$ cat config.mk
export PLATFORM = sky130hd
export DESIGN_NAME = led_fade_driver
export DESIGN_NICKNAME = d
export VERILOG_FILES = /design/src/rtl/led_fade_driver_pkg.sv /design/src/rtl/led_fade_channel.sv /design/src/rtl/led_fade_driver.sv
export SDC_FILE = /design/constraint.sdc
export NUM_CORES = 1
export LEC_CHECK = 0
export CORE_MARGIN = 8
export CORE_UTILIZATION = 35
export DETAILED_ROUTE_END_ITERATION = 7
export PLACE_DENSITY_LB_ADDON = 0.3
export SYNTH_ARGS = -nofsm -noshare
export SYNTH_HDL_FRONTEND = slang
export SYNTH_HIERARCHICAL = 1
export SYNTH_SLANG_ARGS = --single-unit
$ cat constraint.sdc
create_clock -name clk -period 4.4 [get_ports clk]
set_input_delay 0.66 -clock clk [delete_from_list [all_inputs] [get_ports clk]]
set_output_delay 0.66 -clock clk [all_outputs]
set_load 0.1 [all_outputs]
$ cat src/rtl/led_fade_driver_pkg.sv
// Shared constants and helpers for the LED fade driver and its per-channel slices.
package led_fade_driver_pkg;

    typedef enum logic [1:0] {
        RAMP_HOLD,
        RAMP_UP,
        RAMP_DOWN
    } ramp_dir_e;

    function automatic int dmax_of(input int pwm_bits);
        return (1 << pwm_bits) - 1;
    endfunction

    // Counter width for a modulus, never narrower than one bit.
    function automatic int clog2_min1(input int value);
        int w;
        w = 0;
        while ((1 << w) < value) begin
            w = w + 1;
        end
        return (w < 1) ? 1 : w;
    endfunction

    function automatic logic pin_level(input logic on, input logic active_low);
        return on ^ active_low;
    endfunction

endpackage

$ cat src/rtl/led_fade_channel.sv
// One LED slice: ramped duty, period-aligned shadow duty and the PWM comparator.
module led_fade_channel
    import led_fade_driver_pkg::*;
#(
    parameter int PWM_BITS = 8
) (
    input  logic                clk,
    input  logic                reset_n,
    input  logic                enable,
    input  logic                tick,
    input  logic                period_end,
    input  logic                req,
    input  logic [PWM_BITS-1:0] pwm_cnt,
    output logic                on,
    output logic                ramping
);

    localparam logic [PWM_BITS-1:0] DMAX_V = PWM_BITS'(dmax_of(PWM_BITS));

    logic [PWM_BITS-1:0] duty;
    logic [PWM_BITS-1:0] duty_act;
    ramp_dir_e           dir;

    always_comb begin
        dir = RAMP_HOLD;
        if (req && (duty != DMAX_V)) begin
            dir = RAMP_UP;
        end else if (!req && (duty != '0)) begin
            dir = RAMP_DOWN;
        end
    end

    assign ramping = (dir != RAMP_HOLD);

    // Shadow load uses the pre-tick duty, so a step landing on a period end shows up one period later.
    always_ff @(posedge clk or negedge reset_n) begin
        if (!reset_n) begin
            duty     <= '0;
            duty_act <= '0;
            on       <= 1'b0;
        end else if (!enable) begin
            duty     <= '0;
            duty_act <= '0;
            on       <= 1'b0;
        end else begin
            if (period_end) begin
                duty_act <= duty;
            end
            if (tick) begin
                case (dir)
                    RAMP_UP:   duty <= duty + PWM_BITS'(1);
                    RAMP_DOWN: duty <= duty - PWM_BITS'(1);
                    default:   duty <= duty;
                endcase
            end
            on <= (duty_act > pwm_cnt);
        end
    end

endmodule

$ cat src/rtl/led_fade_driver.sv
// PIO-driven LED fader: shared prescaler and PWM counter feeding one ramp/PWM slice per LED.
module led_fade_driver
    import led_fade_driver_pkg::*;
#(
    parameter int NUM_LEDS   = 3,
    parameter int PWM_BITS   = 8,
    parameter int PRESCALE   = 196078,
    parameter int ACTIVE_LOW = 1
) (
    input  logic                clk,
    input  logic                reset_n,
    input  logic [NUM_LEDS-1:0] led_req,
    input  logic                enable,
    output logic [NUM_LEDS-1:0] led_out,
    output logic                busy
);

    localparam int                  DMAX     = dmax_of(PWM_BITS);
    localparam int                  PRE_W    = clog2_min1(PRESCALE);
    localparam logic [PRE_W-1:0]    PRE_LAST = PRE_W'(PRESCALE - 1);
    localparam logic [PWM_BITS-1:0] PWM_LAST = PWM_BITS'(DMAX - 1);

    logic [PRE_W-1:0]    pre_cnt;
    logic [PWM_BITS-1:0] pwm_cnt;
    logic [NUM_LEDS-1:0] req_q;
    logic [NUM_LEDS-1:0] on;
    logic [NUM_LEDS-1:0] ramping;
    logic                tick;
    logic                period_end;

    assign tick       = enable && (pre_cnt == PRE_LAST);
    assign period_end = enable && (pwm_cnt == PWM_LAST);

    always_ff @(posedge clk or negedge reset_n) begin
        if (!reset_n) begin
            pre_cnt <= '0;
            pwm_cnt <= '0;
        end else if (!enable) begin
            pre_cnt <= '0;
            pwm_cnt <= '0;
        end else begin
            pre_cnt <= tick ? '0 : pre_cnt + PRE_W'(1);
            pwm_cnt <= period_end ? '0 : pwm_cnt + PWM_BITS'(1);
        end
    end

    // The request register keeps sampling while disabled so ramps resume from the live request.
    always_ff @(posedge clk or negedge reset_n) begin
        if (!reset_n) begin
            req_q <= '0;
            busy  <= 1'b0;
        end else begin
            req_q <= led_req;
            busy  <= enable && (|ramping);
        end
    end

    for (genvar i = 0; i < NUM_LEDS; i++) begin : g_chan
        led_fade_channel #(
            .PWM_BITS(PWM_BITS)
        ) u_chan (
            .clk       (clk),
            .reset_n   (reset_n),
            .enable    (enable),
            .tick      (tick),
            .period_end(period_end),
            .req       (req_q[i]),
            .pwm_cnt   (pwm_cnt),
            .on        (on[i]),
            .ramping   (ramping[i])
        );

        assign led_out[i] = pin_level(on[i], ACTIVE_LOW != 0);
    end

endmodule
# Word level (Yosys, flattened, before mapping)

Index checks and enable logic that the tools add are counted.

Input port bits: 6
Flip-flop bits (word level): 81

Reduce and logical (&&, ||, !) cells: 22
Order comparisons: 3
Multiplexer cells: 28
Eq/ne operators: 16
Bitwise gates (word level): 3
Add/subtract/negate cells: 8

Operators with widths:

| kind                                                 | number |
|---|---|
| two-way mux 8 bit                                    | 14 |
| one-hot mux 8 bit (2 select lines)                   | 3 |
| two-way mux 18 bit                                   | 2 |
| adder 8 x 1 -> 8 bit (second input constant)         | 4 |
| > comparator 8 bit                                   | 3 |
| != test 8 bit (second input constant)                | 3 |
| nonzero test 8 bit                                   | 3 |
| subtractor 8 x 1 -> 8 bit (second input constant)    | 3 |
| adder 18 x 1 -> 18 bit (second input constant)       | 1 |
| equality test 18 bit (second input constant)         | 1 |
| two-way mux 2 bit                                    | 6 |
| logical AND 1 bit                                    | 9 |
| != test 3 x 1 -> 1 bit (second input constant)       | 3 |
| equality test 8 bit (second input constant)          | 1 |
| equality test 2 x 1 -> 1 bit (second input constant) | 3 |
| equality test 2 bit (second input constant)          | 3 |
| AND reduction 2 bit                                  | 3 |
| nonzero test 2 bit                                   | 3 |
| != test 2 x 1 -> 1 bit (second input constant)       | 2 |
| zero test 1 bit                                      | 3 |
| two-way mux 1 bit                                    | 3 |
| inverter 1 bit                                       | 3 |
| OR reduction 3 bit                                   | 1 |

# Depth between registers and ports, before layout

Depth in word-level cells: 8
Gate-level depth with buffers: 8
Depth with buffers taken out: 8

# Modules after synthesis

The synthesis kept the hierarchy.

By module, submodules not included:

| module           | cells each | area each (um^2) | times used | sequential area each (um^2) |
|---|---|---|---|---|
| led_fade_channel | 132        | 1261.2           | 3          | 425.4 |
| led_fade_driver  | 140        | 1421.4           | 1          | 750.7 |

# Worst setup path before layout

No wires, ideal clock.

Path kind: register -> register
Start point: register pre_cnt[2]
End point: register g_chan[0].u_chan.duty[5]
Setup slack: 1648 ps
Clock period less this slack: 2752 ps
Required time: 4323 ps
Arrival: 2675 ps
Buffers on the path: 0
Stages on the path, launching flop included: 8
Path through: dfrtp_1 -> nand2_1 -> nor3b_1 -> nand3_1 -> nor4_1 -> o21ai_2 -> a31o_2 -> a21oi_1

Longest elaborated chain between the ends: 4

RTL lines:

| item                                    | RTL line               | RTL |
|---|---|---|
| start, declared                         | led_fade_driver.sv:23  | `logic [PRE_W-1:0] pre_cnt;` |
| start signal, assigned                  | led_fade_driver.sv:42  | `pre_cnt <= tick ? '0 : pre_cnt + PRE_W'(1);` |
| equality test 18 bit                    | led_fade_driver.sv:31  | `assign tick = enable && (pre_cnt == PRE_LAST);` |
| logical AND 1 bit                       | led_fade_driver.sv:31  |  |
| net tick                                | led_fade_driver.sv:28  | `logic tick;` |
| != test 2 x 1 -> 1 bit (no source line) | -                      |  |
| AND reduction 2 bit (no source line)    | -                      |  |
| end signal, assigned                    | led_fade_channel.sv:51 | `RAMP_UP: duty <= duty + PWM_BITS'(1);` |
| end signal, assigned                    | led_fade_channel.sv:52 | `RAMP_DOWN: duty <= duty - PWM_BITS'(1);` |
| end signal, assigned                    | led_fade_channel.sv:53 | `default: duty <= duty;` |
| end, declared                           | led_fade_channel.sv:20 | `logic [PWM_BITS-1:0] duty;` |

The timed path passes the listed nets, and every way through them passes these cells.
A chain may end at the register's enable or synchronous reset.

# Final worst setup path

Start point: input port enable
End point: register g_chan[0].u_chan.duty_act[2]

Longest elaborated chain between the ends: 2
Elaborated cells between the ends (all ways): 3
Those cells by class: 1 x eq/ne; 1 x mux; 1 x reduce/logical

RTL lines:

| item                                    | RTL line               | RTL |
|---|---|---|
| start, declared                         | led_fade_driver.sv:13  | `input logic enable,` |
| logical AND 1 bit                       | led_fade_driver.sv:32  | `assign period_end = enable && (pwm_cnt == PWM_LAST);` |
| net period_end                          | led_fade_driver.sv:29  | `logic period_end;` |
| != test 2 x 1 -> 1 bit (no source line) | -                      |  |
| end signal, assigned                    | led_fade_channel.sv:47 | `duty_act <= duty;` |
| end, declared                           | led_fade_channel.sv:21 | `logic [PWM_BITS-1:0] duty_act;` |

The timed path passes the listed nets, and every way through them passes these cells.

==> results.md <==
- Max-slew violations: 0
- Final period utilization: 67.0%
- Int Pwr: 1400 uW
- Most common cell after layout, fill and taps aside: dfrtp_1
- Yosys cell types: 47
- DIE WIDTH: 138 um
- Die H: 138 um
- Fillers: 1,438
- Minimum clock period: 2.95 ns
- FFs w/ async S/R, synth: 100%
- Synth Flop Type: dfrtp_1
- Switching share of power: 21.8%
- Worst-path clk slew: 0.06 ns
- Post-Syn Area: 5200 sq um
- Largest net degree at the start of global routing: 82
- Seq/Total Area, Yosys: 38.9%
- Post-Syn Nets: 591
- Setup_tns: 0 ns
- Core footprint: 14,500 sq um
- Post-CTS Hold Fix Bufs: 0
- Critical path class: primary input to flip-flop
- Setup Skew: 0.00721 ns
- Combinational fraction of design power: 5.8%
- P_leak: 0.00251 uW
- Initial antenna violation count: 0
- Final worst slack: 1.45 ns
- Pre-CTS setup slack: 1.09 ns
- Flops & latches, synth: 81
- Final WL: 10,900 um
- # nets final: 606
- Peak VDD IR: 0.202 mV
- Slew @ Worst Pin: 1.03 ns
- Root Driver: clkbuf_16
- Clock Sinks: 81
- First-pass GRT wire length: 18,700 um
- Slew margin rel.: 31.2%
- Ys Warns: 6
- Reg area: 2030 sq um
- Clk_lat worst skew: 0.34 ns
- Core Rows: 44
- Status: complete, no violations
- Post-DP HPWL: 7820 um
- P per Cell Area: 304 nW/um^2
- GRT Residual Overflow: 0
- WP data arrival: 3.15 ns
- GRT Total Usage: 12.3%
- IO Count: 10
- Critical-path cell list: clkdlybuf4s50_1 > inv_1 > nor3_2 > buf_4 > mux2i_1 > nor2_1
- Clock buffer depth: 2
- Max-cap violations: 0
- Routed vias: 3,891
- CTS tree: built
- Area contributors post-synth: dfrtp_1 39%, ha_1 11%, mux2i_1 8.8%, nor2_1 5.4%, inv_1 2.9%
- Routability cong.: 0.791
- Most area-hungry cell type in the Yosys netlist: dfrtp_1
- Worst path required time: 4.60 ns
- Post-Route Utilization: 40.5%
- TritonRoute pass-1 iters: 4
- Post-CTS sizing: 0
- Multi-input gate area: 3010 sq um
- Die area: 19,000 sq um
- Htree depth: 3
- Setup Buffers After CTS: 0
- Startpoint Class: primary input
- Share of cells above drive strength 1: 9.71%
- Number of global-route vias before repair: 3,825
- Crit path max fanout: 16
- R2r endpoint: g_chan[0].u_chan/duty[7]
- Mean area per synthesized cell: 9.71 sq um
- Psw: 390 uW
- # DRC: 0
- IO buf count: 9
- Synth Instances: 536
- Via-per-instance ratio: 5.26
- Setup violations, final: 0
- Starting density of the core: 35.8%
- 1st-iter DRT viols: 211
- Worst hold slack: 0.491 ns
- R2R setup slack: 1.55 ns
- Pwr Total: 1790 uW
- Unrepaired setup endpoints after global routing: false
- CP max stage cell: clkdlybuf4s50_1
- R2r worst-path depth: 8
- Final ANT Viol Nets: 0
- Hold Fails Final Rpt: 0
- Number of synthesized flops with an enable pin: 0
- TritonCTS Buffers: 9
- Sequential power share: 42.8%
- Wirelength per Cell: 14.7 um
- Top-area cell type share of the netlist area: 38.9%
- Share of total power in the clock network: 51.5%
- RR Startpoint: g_chan[0].u_chan/duty[0]
- Max Freq: 339 MHz
- CP max stage delay: 0.84 ns
- Commonest non-fill, non-tap cells in the layout: 81 x dfrtp_1, 75 x nor2_1, 46 x mux2i_1, 46 x ha_1, 40 x inv_1
- Area Growth Syn to Fin: 13.1%
- Antenna cells: 0
- Hold Crit Class: primary input to asynchronous set/reset pin
- Worst setup EP type: flip-flop
cell usage after synthesis (all sizes together) (4+ instances only):
cell type,number
nand4,9
nand2b,6
xor2,7
o211ai,6
inv,40
a211oi,9
xnor2,17
a221oi,6
a21o,12
clkbuf,6
and3,4
mux2i,46
dfrtp,81
nor2,75
ha,46
nor3,13
nand2,33
and4,7
or3,6
o21a,12
nor4,7
nand3,10
a21oi,24
nor2b,6
o21ai,23
worst max-delay path by stage:
stage | start | end | slack (ns) | cells after the start
floorplan | pre_cnt[2] | g_chan[0].u_chan/duty[5] | 1.65 | 7
global placement | enable | g_chan[0].u_chan/duty_act[0] | 1.23 | 6
detailed placement | enable | g_chan[0].u_chan/duty_act[0] | 1.09 | 6
CTS | enable | g_chan[0].u_chan/duty_act[0] | 1.45 | 6
global route | enable | g_chan[0].u_chan/duty_act[0] | 1.25 | 6
finish | enable | g_chan[0].u_chan/duty_act[2] | 1.45 | 6
area by class of cell:
class                           count  share of cell area [%]
Timing Repair Buffer               11                    1.74
Clock buffer                        9                    3.83
Sequential cell                    81                    34.4
Inverter                           40                    2.55
Tap cell                          184                    3.91
Multi-Input combinational cell    408                    51.1
Clock inverter                      7                    2.40
critical path: cells and delay by family:
kind                   cells  cell delay [ns]
buffers and inverters      3             1.41
and+or+nand+nor            2             0.80
muxes                      1             0.25
cells by family after synthesis:
group           synth area share, %
mux                            8.85
xor+xnor                       4.04
fa+ha+maj                      12.2
flops                          38.9
compound gates                 14.6
buf+inv                        3.46
simple gates                   17.9
sequential cells by signal (all words and copies together) (netlist names):
name	flops
pre_cnt	18
g_chan.u_chan/duty	24
req_q	3
busy	1
g_chan.u_chan/on	3
g_chan.u_chan/duty_act	24
pwm_cnt	8
per-layer routing:
metal	global-route usage, %	routed length, um	vias to the layer above
met5	0	0	-
met4	6.81	261	0
met3	1.59	182	13
met2	19.8	5170	34
met1	15.6	5290	1892
li1	-	-	1952
through the flow:
stage	cell area, sq um	instances
after CTS	5890	740
after global placement	5520	724
after floorplan	5200	536
after detailed placement	5520	724
after global routing	5890	740
final	5890	740
power by group through the flow:
stage                     combinational, uW  clock, uW  sequential, uW
final                                   103        920             764
after global routing                    115        969             765
after floorplan                        61.7          0             779
after detailed placement                105          0             778
after global placement                  101          0             778
after CTS                               106        940             764
No activity file was read; power rests on OpenSTA's default activity.
==> RTL change 1 (config.mk and constraints unchanged) <==
`PRESCALE`: 196078 -> 49019.
--- a/src/rtl/led_fade_driver.sv
+++ b/src/rtl/led_fade_driver.sv
@@ -4,7 +4,7 @@
 #(
     parameter int NUM_LEDS   = 3,
     parameter int PWM_BITS   = 8,
-    parameter int PRESCALE   = 196078,
+    parameter int PRESCALE   = 49019,
     parameter int ACTIVE_LOW = 1
 ) (
     input  logic                clk,
Formal check against the unedited RTL: no difference found for any inputs over 10 cycles, from zero or initial values and one cycle with reset_n low; that may be too few to reach the edited logic, so the function may still have changed.
==> RTL change 1 against the original RTL <==
Sequential cell count shrank 2. Area after synthesis shrank 2.6%. Cell area shrank 4.0%. Sequential share of layout area is 0.53 points higher. Global-route usage up 0.20 points. Worst setup slack improved by 0.066 ns. Die area down 2.3%. Total power is 15% lower. Routed wire length fell by 2.1%. Critical path type is now flop to flop. Largest power group is now sequential cells.
==> RTL change 1: results (changes against the original RTL) <==
metric,value,unit,change
p_per_area,268,nW/um2,-12%
grt_max_degree,80,,-2.4%
syn_avg_cell_area,9.73,um2,+0.23%
crit_fanout,11,,-5
reg2reg_slack,1.52,ns,-0.03 ns
ir_drop,204,uV,+1.0%
regToRegEndpoint,g_chan[2].u_chan/duty[7],,
grt_pass1_wl,18.7,mm,-0.33%
drtIter0Drc,285,,+35%
ctsResizeCount,0,,unchanged
clkPwrFrac,44.1,%,-7.4 points
top_regs,"g_chan.u_chan/duty x24, g_chan.u_chan/duty_act x24, pre_cnt x16",,
dp.final_hpwl,7.75,mm,-0.92%
synth_fp_nets,576,,-2.5%
maxSlewHeadroom,33.3,%,+2.1 points
synth.area.top_cells,"dfrtp_1 39%, ha_1 11%, mux2i_1 8.9%",,
drive_above_1_share,9.04,%,-0.67 points
p_comb_share,6.8,%,+1.0 points
worstReg2RegStart,g_chan[2].u_chan/duty[0],,
cellLeakagePower,2.43,nW,-3.0%
status,"finished, final reports clean",,
yosysUniqueCellTypes,43,,-8.5%
arrival,3.14,ns,about the same
p_switching,0.372,mW,-4.7%
nets,593,,-2.1%
ys_seq_area_share,39.0,%,+0.041 points
wl,10.7,mm,-2.1%
gp_congestion,0.741,,-6.3%
dpl.cell_count,711,,-1.8%
timing.final.crit_share,65.5,%,-1.5 points
grtUsageTotal,12.5,%,+0.20 points
wl_per_cell,14.7,um,-0.20%
synth_common_cells,"79 x dfrtp_1, 78 x nor2_1, 46 x ha_1",,
post-place-ws,1.43,ns,+0.338 ns
worst_hold_slack,0.471,ns,-0.0205 ns
finalClockSkew,0.00732,ns,+0.000115 ns
==> RTL change 1: worst max path at each step <==
stage,startpoint,endpoint,depth (start not counted)
finish,g_chan[2].u_chan/duty[0],g_chan[2].u_chan/duty[7],8
global route,g_chan[2].u_chan/duty[0],g_chan[2].u_chan/duty[7],8
CTS,g_chan[2].u_chan/duty[0],g_chan[2].u_chan/duty[7],8
detailed placement,enable,g_chan[1].u_chan/duty[3],8
global placement,enable,g_chan[0].u_chan/duty[3],8
floorplan,pre_cnt[5],g_chan[0].u_chan/duty[5],6
==> RTL change 1: routing by layer <==
layer	GRT usage, %	vias up	share of wire, %
li1	-	1888	-
met1	16.3	1844	48
met2	19.8	46	48
met3	3.22	10	3.3
met4	3.97	0	1.2
met5	0	-	0
==> RTL change 1: per-stage QoR <==
step           util, %  instance area [um2]
6_report          39.3                 5650
5_1_grt           39.3                 5650
4_1_cts           39.3                 5650
3_5_place_dp      37.6                 5400
3_3_place_gp      37.6                 5400
2_1_floorplan        -                 5070
==> RTL change 1: cell type report <==
cell class / instances / area, um2
clock inverter: 4 / 23.8
tap: 184 / 230
multi-input combinational: 396 / 2930
inverter: 39 / 146
fill: 1380 / 8720
sequential: 79 / 1980
timing repair buffer: 13 / 118
clock buffer: 11 / 233
==> RTL change 1: kinds of logic after synthesis <==
kind of cell,count (synthesis),synth area share (%)
mux,45,8.88
xor+xnor,27,4.66
fa+ha+maj,49,12.5
buf+inv,46,3.55
simple gates,179,17.1
compound gates,96,14.3
flops,79,39.0
==> RTL change 1: worst max-delay path: stages (launching register included) <==
cell and delay, ns:
dfrtp_1 0.55, nor4_2 0.10, a21oi_2 0.52, ha_1 0.37, a211oi_1 0.24, nor2_1 0.14
a221oi_2 0.37, mux2i_1 0.29, mux2i_1 0.21
==> RTL change 2 (same flow settings) <==
Without the edit above. The output `busy` loses its register stage (`busy` becomes a continuous assignment).
--- a/src/rtl/led_fade_driver.sv
+++ b/src/rtl/led_fade_driver.sv
@@ -48,12 +48,12 @@
     always_ff @(posedge clk or negedge reset_n) begin
         if (!reset_n) begin
             req_q <= '0;
-            busy  <= 1'b0;
         end else begin
             req_q <= led_req;
-            busy  <= enable && (|ramping);
         end
     end
+
+    assign busy = enable && (|ramping);
 
     for (genvar i = 0; i < NUM_LEDS; i++) begin : g_chan
         led_fade_channel #(
Function: changed (a bounded check fails within 4 cycles, from zero or initial values and one cycle with reset_n low).
==> RTL change 2 against the original RTL <==
Routed wire length is 1.8% lower. Sequential share of layout area is 0.13 points higher. Highest routed layer unchanged. Largest cell class unchanged. Area after synthesis is 0.48% lower. Non-clock buffer count is 2 higher. Hold slack worse by 0.12 ns. Sequential cell count is 1 lower. Clock power is 23% lower. Total power is 12% lower. Worst setup slack worse by 0.0044 ns. Cell area is 1.6% lower. Count of clock-buffer cells in the layout is 2 higher. Largest power group is now sequential cells. Critical path depth stayed put. First-iteration DRC count is 30% higher.
==> RTL change 2: results (changes against the original RTL) <==
metric,value,unit,change
status,"finished, final reports clean",,
nClkBuffers,11,,+2
synth_fp_nets,590,,-0.17%
pg_seq,0.754,mW,-1%
dpl.cell_count,725,,+0.14%
drtIter0Drc,275,,+30%
finish.utilization,40.0,%,-0.50 points
wl,10.7,mm,-1.8%
placed_area,5510,um2,-0.23%
slowest_stage,dfrtp_1,,
multi_input_area_share,52.0,%,+0.84 points
crit_family,simple AND/OR/NAND/NOR gates,,
timing.final.crit_share,67.1,%,+0.10 points
grt_util_met3,2.44,%,+0.85 points
maxSlewHeadroom,35.5,%,+4.3 points
crit_fanout,11,,-5
gp_congestion,0.776,,-1.9%
grt_max_degree,58,,-29%
cellLeakagePower,2.47,nW,-1.4%
grt.met1_usage,16.0,%,+0.36 points
use_met2,19.5,%,-0.36 points
vias,3916,,+0.64%
nets,607,,+0.17%
n_fill_cell,1425,,-0.90%
ir_drop,218,uV,+8.2%
clkCellAreaFrac,4.90,%,-1.3 points
finalClockSkew,0.00684,ns,-0.000371 ns
grtUsageTotal,12.3,%,+0.023 points
arrival,2.29,ns,-0.86 ns
reg2reg_slack,1.67,ns,+0.12 ns
worst_hold_slack,0.376,ns,-0.116 ns
[RTL change 2: metal layers]
metal	vias to the layer above	share of wire [%]	wire, um
li1	1947	-	-
met1	1921	49	5280
met2	31	46	4960
met3	17	2.1	227
met4	0	2.2	232
met5	-	0	0
[RTL change 2: cell families after synthesis]
logic type | count (synthesis) | share of synthesized area [%]
adders and majority gates | 49 | 12.3
DFF | 80 | 38.6
muxes | 46 | 8.89
xor gates and xnor gates | 24 | 4.06
buffers and inverters | 47 | 3.48
and+or+nand+nor | 184 | 17.9
AOI/OAI and AO/OA | 105 | 14.7
[RTL change 2: path summary, 6_finish.rpt]
path,start,end
worst max-delay path,g_chan[0].u_chan/duty[6],busy
worst min-delay path,reset_n,g_chan[1].u_chan/duty[5]
worst max register to register,g_chan[2].u_chan/duty[0],g_chan[2].u_chan/duty[7]
worst min register to register,pre_cnt[0],pre_cnt[0]
max in group asynchronous,reset_n,g_chan[2].u_chan/duty[5]
min in group clk,pre_cnt[0],pre_cnt[0]
